`config.mk`:
```
export PLATFORM = sky130hd
export DESIGN_NAME = wb_lsu_bridge
export DESIGN_NICKNAME = d
export VERILOG_FILES = /design/src/rtl/wb_bridge_pkg.sv /design/src/rtl/wb_lane_align.sv /design/src/rtl/wb_lsu_bridge.sv
export SDC_FILE = /design/constraint.sdc
export NUM_CORES = 1
export LEC_CHECK = 0
export BUFFER_PORTS_ARGS = -buffer_cell sky130_fd_sc_hd__buf_4
export CORE_MARGIN = 2
export CORE_UTILIZATION = 54
export DETAILED_ROUTE_END_ITERATION = 12
export PLACE_DENSITY = 0.86
export SLEW_MARGIN = 25
export SYNTH_ARGS = -nofsm -noshare
export SYNTH_HDL_FRONTEND = slang
export SYNTH_SLANG_ARGS = --single-unit
```
`constraint.sdc`:
```
create_clock -name clk_i -period 7.2 [get_ports clk_i]
set_input_delay 0 -clock clk_i [delete_from_list [all_inputs] [get_ports clk_i]]
set_output_delay 0 -clock clk_i [all_outputs]
set_load 0.01 [all_outputs]
```
`src/rtl/wb_bridge_pkg.sv`:
```
// Shared types and helpers for the CPU load/store to Wishbone bridge.
package wb_bridge_pkg;

    typedef enum logic [1:0] {
        IDLE,
        XFER1,
        XFER2,
        DONE
    } state_e;

    localparam logic [2:0] SZ_BYTE = 3'd1;
    localparam logic [2:0] SZ_HALF = 3'd2;
    localparam logic [2:0] SZ_WORD = 3'd4;

    // An all-zero mask marks an illegal size code.
    function automatic logic [3:0] size_mask(input logic [2:0] byte_nr);
        case (byte_nr)
            SZ_BYTE: return 4'b0001;
            SZ_HALF: return 4'b0011;
            SZ_WORD: return 4'b1111;
            default: return 4'b0000;
        endcase
    endfunction

endpackage

```
`src/rtl/wb_lane_align.sv`:
```
// Byte-lane arithmetic for the bridge: write lane placement over a 64-bit window
// spanning two words, and read-data merge back to a right-aligned value.
module wb_lane_align
    import wb_bridge_pkg::*;
(
    input  logic [1:0]  off,
    input  logic [2:0]  size,
    input  logic [31:0] wdat,
    output logic [7:0]  sel64,
    output logic [63:0] wdat64,
    output logic        misaligned,
    output logic        illegal,
    input  logic [1:0]  rd_off,
    input  logic [2:0]  rd_size,
    input  logic [31:0] rd_lo,
    input  logic [31:0] rd_hi,
    output logic [31:0] rdat
);

    logic [3:0]  mask;
    logic [3:0]  rd_mask;
    logic [63:0] rd_shift;

    always_comb begin
        mask       = size_mask(size);
        sel64      = {4'b0000, mask} << off;
        wdat64     = {32'h0000_0000, wdat} << {off, 3'b000};
        misaligned = |sel64[7:4];
        illegal    = (mask == 4'b0000);

        rd_mask  = size_mask(rd_size);
        rd_shift = {rd_hi, rd_lo} >> {rd_off, 3'b000};
        rdat     = rd_shift[31:0] & {{8{rd_mask[3]}}, {8{rd_mask[2]}},
                                     {8{rd_mask[1]}}, {8{rd_mask[0]}}};
    end

endmodule

```
`src/rtl/wb_lsu_bridge.sv`:
```
// Registered bridge from the CPU req/done load-store port to a Wishbone classic master.
// Define WB_SPLIT_MISALIGNED_EN to run misaligned accesses as two transfers in one cycle.
module wb_lsu_bridge
    import wb_bridge_pkg::*;
#(
    parameter int unsigned TIMEOUT_CYCLES = 255,
    parameter int unsigned TO_W           = $clog2(TIMEOUT_CYCLES + 1)
) (
    input  logic        clk_i,
    input  logic        rst_i,
    input  logic        req_i,
    input  logic        we_i,
    input  logic [31:0] adr_i,
    input  logic [31:0] wdat_i,
    input  logic [2:0]  byteNr_i,
    output logic [31:0] rdat_o,
    output logic        done_o,
    output logic        err_o,
    output logic [29:0] adr_o,
    output logic [31:0] dat_o,
    input  logic [31:0] dat_i,
    output logic        we_o,
    output logic [3:0]  sel_o,
    output logic        stb_o,
    output logic        cyc_o,
    input  logic        ack_i,
    input  logic        err_i
);

    localparam int unsigned CNT_W = (TO_W > 0) ? TO_W : 1;
    localparam logic [CNT_W-1:0] TO_LAST =
        (TIMEOUT_CYCLES > 0) ? CNT_W'(TIMEOUT_CYCLES - 1) : '0;

    state_e            state_q, state_d;
    logic              armed_q, armed_d;
    logic              we_q, we_d;
    logic [1:0]        off_q, off_d;
    logic [2:0]        size_q, size_d;
    logic [29:0]       adr_q, adr_d;
    logic [31:0]       dat_q, dat_d;
    logic [3:0]        sel_q, sel_d;
    logic              stb_q, stb_d;
    logic              err_q, err_d;
    logic [31:0]       rdat_q, rdat_d;
    logic [CNT_W-1:0]  cnt_q, cnt_d;

    logic [7:0]  sel64;
    logic [63:0] wdat64;
    logic        misaligned;
    logic        illegal;
    logic [31:0] rd_lo;
    logic [31:0] rd_hi;
    logic [31:0] rdat_merged;
    logic        reject;
    logic        last_ack;
    logic        timeout;

    wb_lane_align u_align (
        .off        (adr_i[1:0]),
        .size       (byteNr_i),
        .wdat       (wdat_i),
        .sel64      (sel64),
        .wdat64     (wdat64),
        .misaligned (misaligned),
        .illegal    (illegal),
        .rd_off     (off_q),
        .rd_size    (size_q),
        .rd_lo      (rd_lo),
        .rd_hi      (rd_hi),
        .rdat       (rdat_merged)
    );

    // Stall count reaches the limit on the last permitted strobe cycle.
    assign timeout = (TIMEOUT_CYCLES != 0) && (cnt_q == TO_LAST);

`ifdef WB_SPLIT_MISALIGNED_EN
    logic        split_q, split_d;
    logic [31:0] lo_q, lo_d;
    logic [3:0]  sel_hi_q, sel_hi_d;
    logic [31:0] dat_hi_q, dat_hi_d;

    assign reject   = illegal;
    assign last_ack = ack_i && !((state_q == XFER1) && split_q);
    assign rd_lo    = (state_q == XFER2) ? lo_q : dat_i;
    assign rd_hi    = (state_q == XFER2) ? dat_i : 32'h0000_0000;

    always_ff @(posedge clk_i or posedge rst_i) begin
        if (rst_i) begin
            split_q  <= 1'b0;
            lo_q     <= '0;
            sel_hi_q <= '0;
            dat_hi_q <= '0;
        end else begin
            split_q  <= split_d;
            lo_q     <= lo_d;
            sel_hi_q <= sel_hi_d;
            dat_hi_q <= dat_hi_d;
        end
    end
`else
    logic unused_hi;

    assign reject    = illegal || misaligned;
    assign last_ack  = ack_i;
    assign rd_lo     = dat_i;
    assign rd_hi     = 32'h0000_0000;
    assign unused_hi = ^{sel64[7:4], wdat64[63:32]};
`endif

    always_comb begin
        state_d = state_q;
        armed_d = armed_q;
        we_d    = we_q;
        off_d   = off_q;
        size_d  = size_q;
        adr_d   = adr_q;
        dat_d   = dat_q;
        sel_d   = sel_q;
        stb_d   = stb_q;
        err_d   = err_q;
        rdat_d  = rdat_q;
        cnt_d   = '0;
`ifdef WB_SPLIT_MISALIGNED_EN
        split_d  = split_q;
        lo_d     = lo_q;
        sel_hi_d = sel_hi_q;
        dat_hi_d = dat_hi_q;
`endif

        unique case (state_q)
            IDLE: begin
                if (!req_i) begin
                    armed_d = 1'b1;
                end else if (armed_q) begin
                    armed_d = 1'b0;
                    we_d    = we_i;
                    off_d   = adr_i[1:0];
                    size_d  = byteNr_i;
                    rdat_d  = '0;
                    err_d   = 1'b0;
                    if (reject) begin
                        err_d   = 1'b1;
                        state_d = DONE;
                    end else begin
                        stb_d   = 1'b1;
                        adr_d   = adr_i[31:2];
                        sel_d   = sel64[3:0];
                        dat_d   = wdat64[31:0];
                        state_d = XFER1;
`ifdef WB_SPLIT_MISALIGNED_EN
                        split_d  = misaligned;
                        sel_hi_d = sel64[7:4];
                        dat_hi_d = wdat64[63:32];
`endif
                    end
                end
            end

            XFER1, XFER2: begin
                // Error takes priority over a simultaneous ack.
                if (err_i || timeout) begin
                    stb_d   = 1'b0;
                    sel_d   = '0;
                    err_d   = 1'b1;
                    state_d = DONE;
                end else if (last_ack) begin
                    stb_d   = 1'b0;
                    sel_d   = '0;
                    rdat_d  = we_q ? 32'h0000_0000 : rdat_merged;
                    state_d = DONE;
`ifdef WB_SPLIT_MISALIGNED_EN
                end else if (ack_i) begin
                    // Second half follows in the same cycle without dropping the strobe.
                    lo_d    = dat_i;
                    adr_d   = adr_q + 30'd1;
                    sel_d   = sel_hi_q;
                    dat_d   = dat_hi_q;
                    state_d = XFER2;
`endif
                end else begin
                    cnt_d = cnt_q + 1'b1;
                end
            end

            DONE: begin
                state_d = IDLE;
            end
        endcase
    end

    always_ff @(posedge clk_i or posedge rst_i) begin
        if (rst_i) begin
            state_q <= IDLE;
            armed_q <= 1'b1;
            we_q    <= 1'b0;
            off_q   <= '0;
            size_q  <= '0;
            adr_q   <= '0;
            dat_q   <= '0;
            sel_q   <= '0;
            stb_q   <= 1'b0;
            err_q   <= 1'b0;
            rdat_q  <= '0;
            cnt_q   <= '0;
        end else begin
            state_q <= state_d;
            armed_q <= armed_d;
            we_q    <= we_d;
            off_q   <= off_d;
            size_q  <= size_d;
            adr_q   <= adr_d;
            dat_q   <= dat_d;
            sel_q   <= sel_d;
            stb_q   <= stb_d;
            err_q   <= err_d;
            rdat_q  <= rdat_d;
            cnt_q   <= cnt_d;
        end
    end

    assign rdat_o = rdat_q;
    assign done_o = (state_q == DONE);
    assign err_o  = (state_q == DONE) && err_q;
    assign adr_o  = adr_q;
    assign dat_o  = dat_q;
    assign we_o   = we_q;
    assign sel_o  = sel_q;
    assign stb_o  = stb_q;
    assign cyc_o  = stb_q;

endmodule
```
=== Yosys cells after proc, flatten, opt, wreduce, memory -nomap -nowiden ===
Cells that the tools add are included.
W data, S select, Z words.

* Word-level logic and storage cells: 84
* Output and inout port bits: 103
* Input bits: 105
* Register bits after elaboration: 117

* Shift operators: 3
* Add/subtract/negate cells: 1
* Reductions and logical operators: 14
* Bitwise logic cells: 2
* Equality and inequality tests: 17
* Mux-type cells: 35

{| class="wikitable"
|+ Operator list
! kind !! count
|-
| $mux W32 || 5
|-
| $pmux W32 S2 || 1
|-
| $and A32 B32 Y32 || 1
|-
| $shl A32 B5 Y32 || 1
|-
| $shr A32 B5 Y32 || 1
|-
| $mux W8 || 3
|-
| $pmux W4 S3 || 2
|-
| $mux W4 || 5
|-
| $ne A2 B2 Y1 const B || 6
|-
| $mux W1 || 10
|-
| $mux W2 || 5
|-
| $reduce_and A5 Y1 || 2
|-
| $add A8 B1 Y8 const B || 1
|-
| $eq A8 B8 Y1 const B || 1
|-
| $pmux W4 S2 || 1
|-
| $reduce_and A4 Y1 || 2
|-
| $shl A4 B2 Y8 || 1
|-
| $eq A3 B1 Y1 const B || 2
|-
| $eq A3 B2 Y1 const B || 2
|-
| $eq A3 B3 Y1 const B || 2
|-
| $pmux W2 S3 || 1
|-
| $reduce_and A3 Y1 || 2
|-
| $eq A2 B2 Y1 const B || 2
|-
| $logic_not A4 Y1 || 1
|-
| 10 further kinds || 12
|}

=== Logic depth before layout (Yosys ltp) ===
* Depth in word-level cells: 9
* Gate-level depth with buffers: 9
* Gate-level depth less buffers: 7

=== By module ===
A second synthesis with hierarchy kept.

* Cell total of the unflattened synthesis: 526
* Area, all modules: 6827.8 um^2

{| class="wikitable"
|+ Modules (own cells, without submodules)
! module !! times used !! area each (um^2) !! cells each !! seq. area each (um^2)
|-
| wb_lsu_bridge || 1 || 4843.4 || 302 || 2929.1
|-
| wb_lane_align || 1 || 1984.4 || 224 || 0.0
|}

=== Worst setup path after synthesis ===
OpenSTA, ideal clock, no wires.

* Path kind: register -> register
* Start: reg state_q[0]
* End: reg sel_q[0], in the netlist sel_o[0]
* Data arrival time: 1.840 ns
* Path buffers: 1
* Required time: 7.072 ns
* Cell stages (with the launch flop): 9
* Clock period less this slack: 1.967 ns
* Setup slack: 5.233 ns
* Library setup time: 0.128 ns
* Cell sequence: dfrtp_1 > inv_1 > ha_1 > clkbuf_1 > nor3b_1 > o21ai_0 > nand2_1 > a21o_1 > mux2_1

* Cells in the longest elaborated chain, start to end: 4
* Elaborated cells on any way between the ends: 11
* Classes of those cells: eq/ne (6); mux (1); reduce/logical (4)

{| class="wikitable"
|+ RTL lines
! what !! RTL line !! source
|-
| start: declaration || wb_lsu_bridge.sv:34 || <nowiki>state_e state_q, state_d;</nowiki>
|-
| start signal: assignment || wb_lsu_bridge.sv:206 || <nowiki>state_q <= state_d;</nowiki>
|-
| $eq A2 B1 Y1 or $eq A2 B2 Y1 (tied branches) || wb_lsu_bridge.sv:130 || <nowiki>unique case (state_q)</nowiki>
|-
| $reduce_or A2 Y1 || wb_lsu_bridge.sv:130 ||
|-
| $ne A3 B3 Y1 (no line) or $reduce_bool A2 Y1 (tied branches) || n/a ||
|-
| $reduce_and A5 Y1 (no line) || n/a ||
|-
| end signal: assignment || wb_lsu_bridge.sv:213 || <nowiki>sel_q <= sel_d;</nowiki>
|-
| end: declaration || wb_lsu_bridge.sv:41 || <nowiki>logic [3:0] sel_q, sel_d;</nowiki>
|}

Parallel ways exist; a longest one is shown, timed or not.
A chain may end at the register's enable or synchronous reset.

=== Worst setup path in the final report ===
* Start: reg state_q[1]
* End: reg rdat_q[0], in the netlist rdat_o[0]

* Cells in the longest elaborated chain, start to end: 4
* Elaborated cells on any way between the ends: 11
* Classes of those cells: eq/ne (6); mux (1); reduce/logical (4)

{| class="wikitable"
|+ RTL lines
! what !! RTL line !! source
|-
| $eq A2 B1 Y1 or $eq A2 B2 Y1 (tied branches) || wb_lsu_bridge.sv:130 ||
|-
| $reduce_or A2 Y1 || wb_lsu_bridge.sv:130 ||
|-
| $ne A2 B2 Y1 (no line) or $reduce_bool A2 Y1 (tied branches) || n/a ||
|-
| $reduce_and A5 Y1 (no line) || n/a ||
|-
| end signal: assignment || wb_lsu_bridge.sv:216 || <nowiki>rdat_q <= rdat_d;</nowiki>
|-
| end: declaration || wb_lsu_bridge.sv:44 || <nowiki>logic [31:0] rdat_q, rdat_d;</nowiki>
|}

Parallel ways exist; a longest one is shown, timed or not.

==> results.tsv <==
metric	value	unit
run status	finished clean	
crit share post-route	42.03	%
final setup violating endpoints	0	
P_leak	0.004539	uW
max incr delay on CP	0.78	ns
number of remaining DRC errors	0	
Post-synth EDFFs	0	
first-pass GRT wire length	29.68	mm
Max Cap Viol	0	
worst setup path category	flop to flop	
CTS tree	yes	
peak supply drop	0.0001957	V
core area	10790	um^2
Final min period	3.026	ns
Critical-path top delay cell	nor4_2	
Synth Area per Inst	11.07	um^2
total CTS buffers	17	
async set or reset register ratio after synthesis	100.0	%
hold-critical path depth	4	
Starting DRT DRC Count	416	
fin. max-slew vios	0	
Worst EP required	7.65	ns
Crit Reg-Reg Endpoint	rdat_o[0]	
HPWL after DPL	11.29	mm
Vias	5630	
Area growth syn-to-layout	53.53	%
setup slack after placement	4.088	ns
WL/cell	19.82	um
share of the synthesized area in the top cell type	49.01	%
final wirelength	19.39	mm
worst reg2reg startpoint	state_q[1]	
layout cells sized above 1	35.32	%
RSZ-0062 raised after global routing	no	
Worst Hold Launch	wdat_i[21]	
PD cells	370.5	nW/um^2
HP Class	input pin to flop	
number of diodes	0	
post-CTS setup buffers	0	
CP Launch Type	flop	
# IOs	208	
root buffer cell	clkbuf_8	
endpoints failing hold	0	
Netlist cell types	51	
flops & latches, synth	117	
DIE AREA	11820	um^2
Max Fclk	0.3305	GHz
Post-Syn Nets	646	
# H-tree levels	4	
GP Congestion	0.8621	
Antenna Nets Post-Route	0	
post-CTS resize count	0	
Clock Latency Late Sink	0.52	ns
initial antenna violation count	0	
top-count cell post-synth	dfrtp_1	
vias in the first global route	5836	
number of detailed-route iterations in the first pass	5	
Worst Path Arrival	3.48	ns
reg2reg path depth	7	
Vert. Die Dim	108.7	um
GR Overflow Total	0	
Seq/Total Area, Yosys	49.45	%
clock-pin slew on the worst setup and hold paths	0.06	ns
Hold Path End	dat_o[29]	
crit-path cells	inv_1 > ha_1 > nand3b_1 > a22o_1 > nor4_2 > a32o_1 > dlygate4sd3_1	
starting density of the core	54.88	%
R2R Setup Slk	4.17	ns
Rel. slew slack	39.89	%
Die Span X	108.7	um
setup TNS	0	ns
PortBufs	207	
post-synth design cell area	5923	um^2
actual slew at the worst max-slew pin	0.9017	ns
Top FF cell, synth	dfrtp_1	
Net count, final	937	
Max clock buf depth	2	
total clock sinks	117	
site row count	38	
final worst slack	4.174	ns
CP max FO	13	
CP endpoint kind	flop	
skew final	0.008461	ns
dominant cells by area after synthesis	dfrtp_1 49%, mux2_4 11%, mux2i_1 5.7%	
Post-Synthesis Cells	535	
GRT Util Overall	33.22	%
FILL cells	528	
Vias/cell	5.757	
synth warn	0	
pin count of the biggest net entering global routing	74	
cell taking the most area after synthesis	dfrtp_1	
Synth top cells by count	116 x dfrtp_1, 69 x nand2_1, 44 x mux2_4, 34 x mux2i_1, 30 x o21ai_0	
[cell families (layout without fill, tap and decap cells)]
kind of cell | after synthesis | after routing | share of synthesized area [%]
xor gates and xnor gates | 8 | 8 | 1.183
buffers and inverters | 48 | 351 | 4.183
adders and majority gates | 6 | 6 | 1.267
DFF | 117 | 117 | 49.45
muxes | 87 | 87 | 18.61
AOI/OAI and AO/OA | 131 | 131 | 14.32
and+or+nand+nor | 138 | 138 | 10.98
[power by group]
| group | internal [uW] | switching [uW] | total [uW] |
|---|---|---|---|
| registers | 908 | 210 | 1120 |
| clock network | 568 | 294 | 862 |
| logic | 729 | 659 | 1390 |
[registers in the layout, summed over array words and instances (netlist names)]
register,cells
armed_q,1
cnt_q,8
adr_o,30
off_q,2
state_q,2
sel_o,4
size_q,3
rdat_o,32
cyc_o,1
dat_o,32
err_q,1
we_o,1
[critical path: cells and delay by family (launching register included)]
family | cells | cell delay (ns)
AO/OA/AOI/OAI | 2 | 0.52
adder cells (fa/ha/maj) | 1 | 0.51
flip-flops | 1 | 0.40
AND/OR/NAND/NOR | 2 | 0.91
buffers and inverters | 2 | 0.62
[layer usage]
| layer | track usage (%) | routed length, um | up-vias |
|---|---|---|---|
| li1 | - | - | 2491 |
| met1 | 37.48 | 6991 | 2697 |
| met2 | 56.88 | 9848 | 364 |
| met3 | 8.607 | 1609 | 78 |
| met4 | 19.32 | 939 | 0 |
| met5 | 0 | 0 | - |
[cells in the final DEF (no fill, tap or decap), types with 20 or more instances in the layout]
cell and instances:
dfrtp_1 115, o31ai_1 25, o21ai_1 20, mux2_4 44, nand2_1 69, buf_4 211
nor2_1 21, dlygate4sd3_1 99, mux2i_1 34, o21ai_0 30, nor2b_1 20
[stage by stage]
step,std cells,instance area (um^2),power [uW],utilization [%],hold WS (ns)
6_report,978,9094,3369,84.26,0.05426
5_1_grt,978,9094,3538,84.26,0.06439
4_1_cts,977,9060,3319,83.94,0.01346
3_5_place_dp,847,7473,2392,69.24,0.09952
3_3_place_gp,847,7473,2345,69.24,0.08494
2_1_floorplan,535,5923,1826,-,0.05449
[area by class of cell]
class	instances	area (um^2)	area share [%]
sequential	117	2930	32.22
multi-input combinational	370	2754	30.28
timing repair buffer	311	2603	28.62
clock buffer	22	442.9	4.871
tap	140	175.2	1.926
clock inverter	9	152.6	1.679
inverter	9	36.28	0.3990
[how the worst max path moves through the flow]
stage / start / endpoint / slack, ns / cells past startpoint
3_5_place_dp: state_q[1] / adr_o[7] / 4.09 / 5
2_1_floorplan: rst_i / adr_o[0] / 4.10 / 1
5_1_grt: state_q[1] / rdat_o[7] / 3.99 / 7
3_3_place_gp: state_q[0] / adr_o[7] / 4.26 / 5
6_report: state_q[1] / rdat_o[0] / 4.17 / 7
4_1_cts: state_q[1] / adr_o[7] / 4.06 / 5
[repair_timing]
item,CTS,global route
hold buffers,99,0
endpoints found under the hold margin,157,0
endpoints found under the setup margin,0,0
Note: power is estimated with default switching activity, not from simulation.
